--- src/rtl/adder_64.sv ---
// adder_64: registered 64-bit adder (16 rippled 4-bit CLA groups) with carry-in.
// Define ADDER_FLAGS_EN to add registered c_out and ovf flags.
module adder_64 (
  input  logic        clk,
  input  logic        rst_n,
  input  logic        in_valid,
  input  logic [63:0] a,
  input  logic [63:0] b,
  input  logic        c_in,
  output logic [63:0] sum,
  output logic        out_valid
`ifdef ADDER_FLAGS_EN
  ,
  output logic        c_out,
  output logic        ovf
`endif
);
  localparam int WIDTH = 64;
  logic [WIDTH-1:0] p, g, sum_d, sum_q;
  logic [WIDTH:0]   c;
  logic             valid_q;
  assign p = a ^ b;
  assign g = a & b;
  // Lookahead inside each 4-bit group; the group carry-out ripples to the next group.
  always_comb begin
    c = '0;
    c[0] = c_in;
    for (int k = 0; k < WIDTH / 4; k++) begin
      c[4*k+1] = g[4*k] | (p[4*k] & c[4*k]);
      c[4*k+2] = g[4*k+1] | (p[4*k+1] & g[4*k]) | (p[4*k+1] & p[4*k] & c[4*k]);
      c[4*k+3] = g[4*k+2] | (p[4*k+2] & g[4*k+1]) | (p[4*k+2] & p[4*k+1] & g[4*k])
               | (p[4*k+2] & p[4*k+1] & p[4*k] & c[4*k]);
      c[4*k+4] = g[4*k+3] | (p[4*k+3] & g[4*k+2]) | (p[4*k+3] & p[4*k+2] & g[4*k+1])
               | (p[4*k+3] & p[4*k+2] & p[4*k+1] & g[4*k])
               | (p[4*k+3] & p[4*k+2] & p[4*k+1] & p[4*k] & c[4*k]);
    end
  end
  assign sum_d = p ^ c[WIDTH-1:0];
  always_ff @(posedge clk or negedge rst_n) begin
    if (!rst_n) begin
      sum_q   <= '0;
      valid_q <= 1'b0;
    end else begin
      valid_q <= in_valid;
      if (in_valid) sum_q <= sum_d;
    end
  end
  assign sum       = sum_q;
  assign out_valid = valid_q;
`ifdef ADDER_FLAGS_EN
  logic c_out_q, ovf_q;
  always_ff @(posedge clk or negedge rst_n) begin
    if (!rst_n) begin
      c_out_q <= 1'b0;
      ovf_q   <= 1'b0;
    end else if (in_valid) begin
      c_out_q <= c[WIDTH];
      ovf_q   <= c[WIDTH] ^ c[WIDTH-1];
    end
  end
  assign c_out = c_out_q;
  assign ovf   = ovf_q;
`endif
endmodule

--- config.mk ---
export PLATFORM = sky130hd
export DESIGN_NAME = adder_64
export DESIGN_NICKNAME = d
export VERILOG_FILES = /design/src/rtl/adder_64.sv
export SDC_FILE = /design/constraint.sdc
export NUM_CORES = 1
export LEC_CHECK = 0
export BUFFER_PORTS_ARGS = -buffer_cell sky130_fd_sc_hd__buf_2
export CAP_MARGIN = 20
export CORE_UTILIZATION = 45
export CTS_BUF_LIST = sky130_fd_sc_hd__clkbuf_8 sky130_fd_sc_hd__clkbuf_16
export DETAILED_ROUTE_END_ITERATION = 8
export PLACE_DENSITY = 0.81
export SYNTH_ARGS = -nofsm -noshare
export SYNTH_HDL_FRONTEND = slang
export SYNTH_SLANG_ARGS = --single-unit
--- constraint.sdc ---
create_clock -name clk -period 0.8 [get_ports clk]
set_input_delay 0.16 -clock clk [delete_from_list [all_inputs] [get_ports clk]]
set_output_delay 0.16 -clock clk [all_outputs]
set_load 0.005 [all_outputs]
==> results of run 1 <==
[power by group]
part / internal (mW) / total [mW] / switching (mW) / leakage (nW)
clock: 2.23 / 3.76 / 1.53 / 0.148
combinational: 4.13 / 7.28 / 3.16 / 3.50
sequential: 4.05 / 4.52 / 0.472 / 0.757
total: 10.4 / 15.6 / 5.16 / 4.41
[stage by stage]
step / instances / cell area, um^2 / TNS (ps)
final: 1035 / 9020 / -106690
after global routing: 1034 / 9020 / -113120
after CTS: 1004 / 8510 / -98140
after detailed placement: 960 / 7640 / -114490
after floorplan: 496 / 5430 / -84190
after global placement: 960 / 7640 / -109610
[cell usage in the layout (no fill, tap or decap), types with 14 or more instances in the layout]
cell type,count
buf_2,186
buf_4,179
dfrtp_1,65
ha_1,42
a21oi_1,33
nor2_1,28
nand2_1,22
ha_4,21
xnor2_1,20
buf_6,20
mux2_2,19
mux2_4,17
a21oi_2,15
inv_1,15
a21o_1,14
fa_2,14
[routing by layer]
layer	track usage [%]	share of wire (%)
met5	0	0
met4	19.4	5.2
met3	6.34	5.0
met2	58.9	55
met1	30.7	35
[critical path, cell delays in order]
cell and delay, ps:
buf_2 120, ha_4 300, nand3_4 90, nor4b_4 390, a211oi_4 130, o21ai_4 200
a211oi_4 80, buf_6 150, buf_6 120, o31ai_4 220, inv_1 80, o21ai_2 130
fa_2 460, mux2_4 260
[cell families after synthesis]
family,after synthesis
compound gates,139
fa+ha+maj,79
xor+xnor,38
flops,65
buf+inv,27
simple gates,112
mux,36
[what timing repair did]
action,CTS,global route
endpoints found under the setup margin,128,128
setup buffers,28,32
gates resized for setup,79,61
pin swaps,44,28
cloned,0,0
hold buffers,1,0
endpoints found under the hold margin,65,0
[area by class of cell]
cell class	instances	area [um^2]	share of cell area [%]
clock buffer	11	253	2.80
sequential	65	1630	18.0
tap	140	175	1.94
timing repair buffer	393	2640	29.3
antenna	1	2.50	0.0277
clock inverter	5	22.5	0.250
inverter	16	71.3	0.791
multi-input combinational	404	4230	46.9
[state kept, by name, summed over array words and instances, names as in the netlist]
| name | count |
|---|---|
| out_valid | 1 |
| sum | 64 |
[final timing paths]
kind                           from   endpoint  depth (start not counted)
min                        in_valid  out_valid                          2
max reg2reg                 sum[38]    sum[38]                          4
max                           b[10]    sum[52]                         14
max in group asynchronous     rst_n     sum[0]                          3
min in group asynchronous     rst_n    sum[52]                          3
min reg2reg                  sum[0]     sum[0]                          2
==> impl_metrics.csv, run 1 <==
group,metric,value,unit
critical_path,r2r_slack,-280,ps
power,finalPower,15.6,mW
yosys,synth_top_area_share,31.7,%
drt,wl,19.8,mm
drt,drc,0,
yosys,yosysMostFrequentCell,"dfrtp_1",
yosys,synthTopCellsByCount,"65 x dfrtp_1, 63 x ha_1, 51 x a21oi_1",
clocking,path_clk_slew,50,ps
layout,synthToLayoutAreaGrowth,75.8,%
die,fp.dieW,109,um
critical_path,crit_path_end_kind,"flop",
layout,post-route-util,82.1,%
yosys,synth_xor_area_share,6.49,%
critical_path,arrival,2900,ps
yosys,ys_warn_count,0,
yosys,synthMuxAreaShare,7.90,%
global_route,grt_pass1_wl,28.1,mm
critical_path,required,1020,ps
clocking,clock-sinks,65,
sta,fin_hold_ws,272,ps
placed_design,portBuffers,196,
sta,post-route-period-util,335,%
power,power_density,1730,nW/um^2
sta,grt_setup_unrepaired,"yes",
yosys,synth-compound-area-share,18.7,%
yosys,synth_top_family_by_area,"adder cells",
critical_path,crit_fanout,4,
clocking,clk-insertion-delay-late,330,ps
drt,first_iter_violations,290,
yosys,synth_edf_count,0,
placed_design,gp_congestion,0.866,
yosys,synthTopCellsByArea,"dfrtp_1 32%, ha_1 15%, mux2_2 7.9%, fa_1 6.2%, a21oi_1 5.0%",
drt,wl_per_cell,19.1,um
yosys,synth_area_leader_cell,"dfrtp_1",
sta,max_slew_margin,71.9,%
global_route,track_usage,31.1,%
drt,drt-vias-per-instance,5.63,
sta,hold_viol,0,
die,die_h,109,um
clocking,htree_levels,3,
worst_hold_path,hold_path.class,"primary input to flop",
sta,setup_viol,128,
global_route,antenna_found_initial,0,
status,status,"finished, violations left",
yosys,synth-async-reset-ratio,100,%
die,coreArea,11000,um^2
drt,first_pass_iters,4,
yosys,syn_area_per_cell,10.3,um^2
yosys,ys_ff_latch,65,
yosys,synth-simple-area-share,11.6,%
yosys,postSynthNetCount,707,
drt,antenna_left,0,
critical_path,startpoint_type,"primary input",
sta,fin_skew,0,ps
die,start_util,46.7,%
clocking,clk_root_buffer_cell,"clkbuf_16",
power,p_leak,4.41,nW
yosys,ys_seq_area_share,31.7,%
die,io_pins,197,
critical_path,criticalPathCategory,"primary input to flop",
layout,fillCellCount,577,
sta,slew_viol_final,0,
die,die_area,11800,um^2
job,drv_cap,0,
yosys,synth_cells,496,
layout,finalNetCount,1100,
sta,min_period,2680,ps
die,row_count,38,
placed_design,post-place-ws,-2330,ps
yosys,synth_flop_cell,"dfrtp_1",
global_route,grt_max_degree,53,
yosys,synth_area,5130,um^2
drt,vias,5822,
sta,fin_ws,-1880,ps
global_route,grt_pass1_vias,6153,
clocking,cts_tree,"built",
sta,max_freq,0.373,GHz
yosys,netlist-cell-type-count,63,
layout,drive_gt1_share,63.0,%
clocking,numCtsBuffers,9,
yosys,synth_fa_ha_area_share,21.6,%
clocking,clockBufferDepth,2,
power,ir_worst_vdd,0.00125,V
sta,worst_slew_pin_slew,420,ps
placed_design,dp_hpwl,12.6,mm
global_route,grt-ovfl-total,0,
status,violations,"setup timing",
(Power assumes the default switching activity.)
==> run 2: changes to the inputs <==
--- a/config.mk
+++ b/config.mk
@@ -10,7 +10,7 @@
 export CORE_UTILIZATION = 45
 export CTS_BUF_LIST = sky130_fd_sc_hd__clkbuf_8 sky130_fd_sc_hd__clkbuf_16
 export DETAILED_ROUTE_END_ITERATION = 8
-export PLACE_DENSITY = 0.81
+export PLACE_DENSITY = 0.83
 export SYNTH_ARGS = -nofsm -noshare
 export SYNTH_HDL_FRONTEND = slang
 export SYNTH_SLANG_ARGS = --single-unit
==> run 2 against run 1 <==
The run still ends with setup timing left; combinational power rose by 8.2%; non-clock buffer count rose by 11; maximum frequency rose by 0.67%; final cell count rose by 0.68%; largest power group unchanged; utilization rose by 3.1 points; power rose by 2.9%; sequential cell count did not move; sequential share of layout area fell by 0.65 points; register-to-register slack improved by 80 ps; global-route usage rose by 1.8 points; routed wire length rose by 9.5%; cell area rose by 3.7%.
==> impl_metrics.csv, run 2 (synthesis gave the netlist of run 1 again) <==
group,metric,value,unit
sta,slew_viol_final,0,
layout,synthToLayoutAreaGrowth,82.3,%
clocking,clock-sinks,65,
die,coreArea,11000,um^2
power,power_frac_comb,49.2,%
power,power_frac_seq,28.5,%
die,row_count,38,
layout,final_common_cell,"buf_4",
critical_path,reg2reg_depth,2,
critical_path,crit_fanout,2,
layout,largest_reg_flops,64,
sta,hold_viol,0,
global_route,grt-ovfl-total,0,
drt,wl_per_cell,20.8,um
sta,min_period,2670,ps
die,io_pins,197,
power,p_sw,5.42,mW
critical_path,r2r-end,"sum[15]",
die,start_util,46.7,%
placed_design,dp_hpwl,12.8,mm
sta,tns,-105020,ps
placed_design,gp_congestion,0.867,
die,die_area,11800,um^2
job,drv_cap,0,
sta,fin_skew,0,ps
die,fp.dieW,109,um
clocking,path_clk_slew,50,ps
sta,max_freq,0.375,GHz
global_route,track_usage,32.9,%
critical_path,r2r_slack,-200,ps
die,die_h,109,um
drt,first_pass_iters,5,
clocking,clockBufferDepth,2,
layout,multi_input_area,4420,um^2
status,violations,"setup timing",
critical_path,required,1020,ps
layout,finalNetCount,1111,
sta,fin_hold_ws,260,ps
worst_hold_path,hold_path_depth,3,
clocking,numCtsBuffers,9,
clocking,cts_tree,"built",
sta,fin_ws,-1870,ps
drt,vias,6020,
critical_path,startpoint_type,"primary input",
drt,drc,0,
critical_path,timing.rr.start,"sum[15]",
sta,post-route-period-util,333,%
clocking,htree_levels,3,
sta,max_slew_margin,69.7,%
sta,grt_setup_unrepaired,"yes",
power,power_density,1710,nW/um^2
global_route,grt_pass1_wl,29.5,mm
critical_path,arrival,2890,ps
power,ir_worst_vdd,0.00154,V
power,intPower,10.6,mW
worst_hold_path,min_from,"in_valid",
critical_path,crit_path_end_kind,"flop",
layout,post-route-util,85.2,%
layout,n_antenna_cell,0,
drt,wl,21.7,mm
power,swShare,33.8,%
layout,drive_gt1_share,65.4,%
power,power_frac_clock,22.3,%
drt,drt-vias-per-instance,5.78,
layout,seq_area,1630,um^2
global_route,grt_max_degree,66,
critical_path,criticalPathCategory,"primary input to flop",
sta,worst_slew_pin_slew,449,ps
global_route,grt_pass1_vias,6306,
sta,setup_viol,128,
worst_hold_path,hold_end,"sum[0]",
placed_design,portBuffers,196,
layout,fillCellCount,540,
global_route,antenna_found_initial,1,
clocking,clk_root_buffer_cell,"clkbuf_16",
power,p_leak,4.58,nW
drt,first_iter_violations,348,
status,status,"finished, violations left",
worst_hold_path,hold_path.class,"primary input to flop",
drt,antenna_left,0,
layout,final_cell_mix,"185 x buf_4, 177 x buf_2, 65 x dfrtp_1",
clocking,clk-insertion-delay-late,340,ps
run 2: cell types whose count changed in the layout (fill, tap and decap cells not counted), moves of 5 or more:
cell	change
buf_6	+12
mux2_4	+10
buf_2	-9
buf_4	+6
a21oi_1	-5
mux2_2	-10
run 2: timing repair:
action,in CTS,in global routing
hold buffers,1,0
setup endpoints to repair,129,129
setup buffers,45,29
hold endpoints to repair,65,0
pin swaps,47,42
gates resized for setup,116,88
run 2: final cells by class:
| class | instances | share of cell area [%] |
|---|---|---|
| inverter | 16 | 0.736 |
| multi-input combinational | 404 | 47.2 |
| timing repair buffer | 404 | 30.1 |
| sequential | 65 | 17.4 |
| clock inverter | 3 | 0.134 |
| clock buffer | 10 | 2.55 |
| tap | 140 | 1.87 |
run 2: how the worst max path moves through the flow:
stage	to	cells after the start	startpoint	slack, ps
2_1_floorplan	sum[60]	11	a[0]	-1950
3_3_place_gp	sum[60]	12	a[0]	-2150
3_5_place_dp	sum[60]	12	a[23]	-2280
4_1_cts	sum[60]	12	a[31]	-1780
5_1_grt	sum[60]	12	b[7]	-1920
6_report	sum[60]	11	a[28]	-1870
run 2: through the flow:
stage	std cells	instance area, um^2	power (mW)	worst slack [ps]
2_1_floorplan	496	5430	7.19	-1950
3_3_place_gp	971	7760	9.73	-2150
3_5_place_dp	971	7760	10.1	-2280
4_1_cts	1028	8880	14.7	-1780
5_1_grt	1042	9360	16.7	-1920
6_report	1042	9360	16.0	-1870
run 2: critical path, cell delays in order:
cell,delay [ps]
buf_2,110
ha_1,310
nand4_1,170
nor2_1,250
nor2_1,80
a211o_1,310
o41ai_4,410
a41o_1,250
a21o_1,130
fa_2,430
mux2_4,270
run 2: metal layers:
layer	track usage, %	share of wire [%]	wire [um]
met1	30.4	33	7160
met2	64.1	55	11900
met3	7.05	6.1	1310
met4	21.3	6.2	1330
met5	0	0.042	9
run 2: power groups by stage:
stage	clock network, mW	registers (mW)	logic [mW]
3_5_place_dp	0	4.53	5.52
4_1_cts	3.55	4.47	6.67
2_1_floorplan	0	4.53	2.66
5_1_grt	3.72	4.61	8.33
3_3_place_gp	0	4.48	5.26
6_report	3.57	4.56	7.88
==> run 3: changes to the inputs <==
--- a/config.mk
+++ b/config.mk
@@ -7,6 +7,7 @@
 export LEC_CHECK = 0
 export BUFFER_PORTS_ARGS = -buffer_cell sky130_fd_sc_hd__buf_2
 export CAP_MARGIN = 20
+export CORE_MARGIN = 2
 export CORE_UTILIZATION = 45
 export CTS_BUF_LIST = sky130_fd_sc_hd__clkbuf_8 sky130_fd_sc_hd__clkbuf_16
 export DETAILED_ROUTE_END_ITERATION = 8
==> run 3 against run 2 <==
The run still ends with setup timing left; clock power grew 20%; critical endpoint unchanged; maximum frequency up 1.5%; register-to-register slack better by 30 ps; critical path depth rose by 2; power increased by 8.6%; largest power group unchanged; clock skew did not move; sequential power about the same; via count increased by 7.9%; highest routed layer unchanged; first-iteration DRC count rose by 32%; hold slack got worse by 15 ps.
==> impl_metrics.csv, run 3 (synthesis gave the netlist of run 1 again) <==
group,metric,value,unit
status,status,"finished, violations left",
status,violations,"setup timing",
critical_path,cp_num_buf_inv,2,
global_route,grt_max_degree,66,
drt,wl_per_cell,24.4,um
drt,first_pass_iters,5,
clocking,numCtsBuffers,9,
critical_path,slowest_stage,"fa_2",
critical_path,criticalPathCategory,"primary input to flop",
global_route,grt_pass1_vias,6838,
global_route,antenna_found_initial,1,
layout,finalNetCount,1128,
placed_design,dp_hpwl,13.4,mm
die,die_h,111,um
critical_path,arrival,2850,ps
layout,drive_gt1_share,68.2,%
layout,fillCellCount,436,
sta,slew_viol_final,0,
sta,max_freq,0.381,GHz
layout,postLayoutCellArea,9840,um^2
power,ir_worst_vdd,0.00163,V
drt,antenna_left,0,
power,finalPower,17.4,mW
clocking,clk_root_buffer_cell,"clkbuf_16",
worst_hold_path,hold_path.class,"primary input to flop",
critical_path,crit_fanout,5,
layout,largest_reg_flops,64,
layout,n_antenna_cell,0,
clocking,htree_levels,3,
die,coreArea,11000,um^2
die,start_util,46.7,%
die,io_pins,197,
placed_design,gp_congestion,0.900,
sta,fin_skew,0,ps
drt,drc,0,
critical_path,required,1030,ps
global_route,grt-ovfl-total,0,
die,die_area,12300,um^2
placed_design,portBuffers,196,
sta,setup_viol,128,
sta,tns,-108670,ps
drt,vias,6498,
layout,seq_area,1630,um^2
sta,hold_viol,0,
layout,synthToLayoutAreaGrowth,91.8,%
placed_design,post-place-ws,-2250,ps
critical_path,crit_chain,"buf_2 > ha_4 > nand3_2 > a311oi_2 > buf_4 > a211oi_4 > o21ai_4 > a211oi_4 > o41ai_4 > a41o_1 > a21o_1 > fa_2 > mux2_4",
sta,min_period,2630,ps
layout,multi_input_area,4620,um^2
sta,worst_slew_pin_slew,461,ps
sta,grt_setup_unrepaired,"yes",
layout,final_cell_mix,"190 x buf_4, 172 x buf_2, 65 x dfrtp_1",
layout,fin_cells,1062,
global_route,grt_pass1_wl,34.3,mm
clocking,clockBufferDepth,2,
critical_path,crit_path_end_kind,"flop",
critical_path,max_stage_delay,430,ps
clocking,path_clk_slew,70,ps
global_route,track_usage,35.4,%
critical_path,worst_path_most_repeated_cell,"a211oi_4",
drt,drt-vias-per-instance,6.12,
sta,fin_hold_ws,244,ps
placed_design,dp.cells,977,
drt,first_iter_violations,460,
clocking,cts_tree,"built",
placed_design,dpl_cell_area,7830,um^2
sta,post-route-period-util,328,%
sta,max_slew_margin,68.9,%
clocking,clock-sinks,65,
critical_path,startpoint_type,"primary input",
clocking,clk-insertion-delay-late,340,ps
critical_path,critPathTopFamily,"compound AO/OA/AOI/OAI gates",
drt,wl,25.9,mm
die,fp.dieW,111,um
die,row_count,38,
sta,fin_ws,-1830,ps
job,drv_cap,0,
layout,post-route-util,89.6,%
layout,final_common_cell,"buf_4",
power,p_leak,4.76,nW
power,power_density,1770,nW/um^2
## run 3: changes by cell type in the layout (fill, tap and decap cells not counted), moves of 3 or more
cell,before,now
a21oi_1,28,25
buf_2,177,172
buf_4,185,190
buf_6,32,46
ha_1,41,34
ha_4,21,29
o21ai_4,3,6
xnor2_1,16,13
xnor2_2,13,16
## run 3: power breakdown
part,internal (mW),switching (mW)
Clock,2.65,1.66
Combinational,4.74,3.79
Sequential,4.05,0.507
Total,11.4,5.96
## run 3: path summary, 6_finish.rpt
| kind | from | end | slack (ps) | cells past startpoint |
|---|---|---|---|---|
| setup / recovery | b[7] | sum[60] | -1830 | 13 |
| hold / removal | in_valid | sum[9] | 240 | 3 |
| setup reg to reg | sum[24] | sum[24] | -170 | 3 |
| hold reg to reg | sum[0] | sum[0] | 500 | 2 |
| max in group asynchronous | rst_n | sum[38] | 110 | 3 |
| min in group asynchronous | rst_n | sum[52] | 360 | 3 |
## run 3: layout make-up
cell class | instances | area share, %
clock buffer | 12 | 2.71
clock inverter | 4 | 0.432
inverter | 16 | 0.699
tap | 140 | 1.78
multi-input combinational | 404 | 47.0
sequential | 65 | 16.5
timing repair buffer | 421 | 30.9
## run 3: timing repair
| item | 4_1_cts | 5_1_grt |
|---|---|---|
| pin swaps | 86 | 54 |
| setup endpoints to repair | 129 | 129 |
| endpoints found under the hold margin | 65 | 0 |
| hold buffers | 1 | 0 |
| resized for setup | 150 | 98 |
| buffers inserted | 48 | 37 |
## run 3: layer usage
metal | track usage, % | vias up | part of all wire, %
li1 | - | 2685 | -
met1 | 33.5 | 3121 | 33
met2 | 67.2 | 486 | 51
met3 | 7.76 | 204 | 7.2
met4 | 24.2 | 2 | 8.6
met5 | 0 | - | 0.027
## run 3: worst reg2reg max path: stages, from the launching register on
cell	delay, ps
dfrtp_1	370
buf_4	130
buf_4	120
mux2_2	250
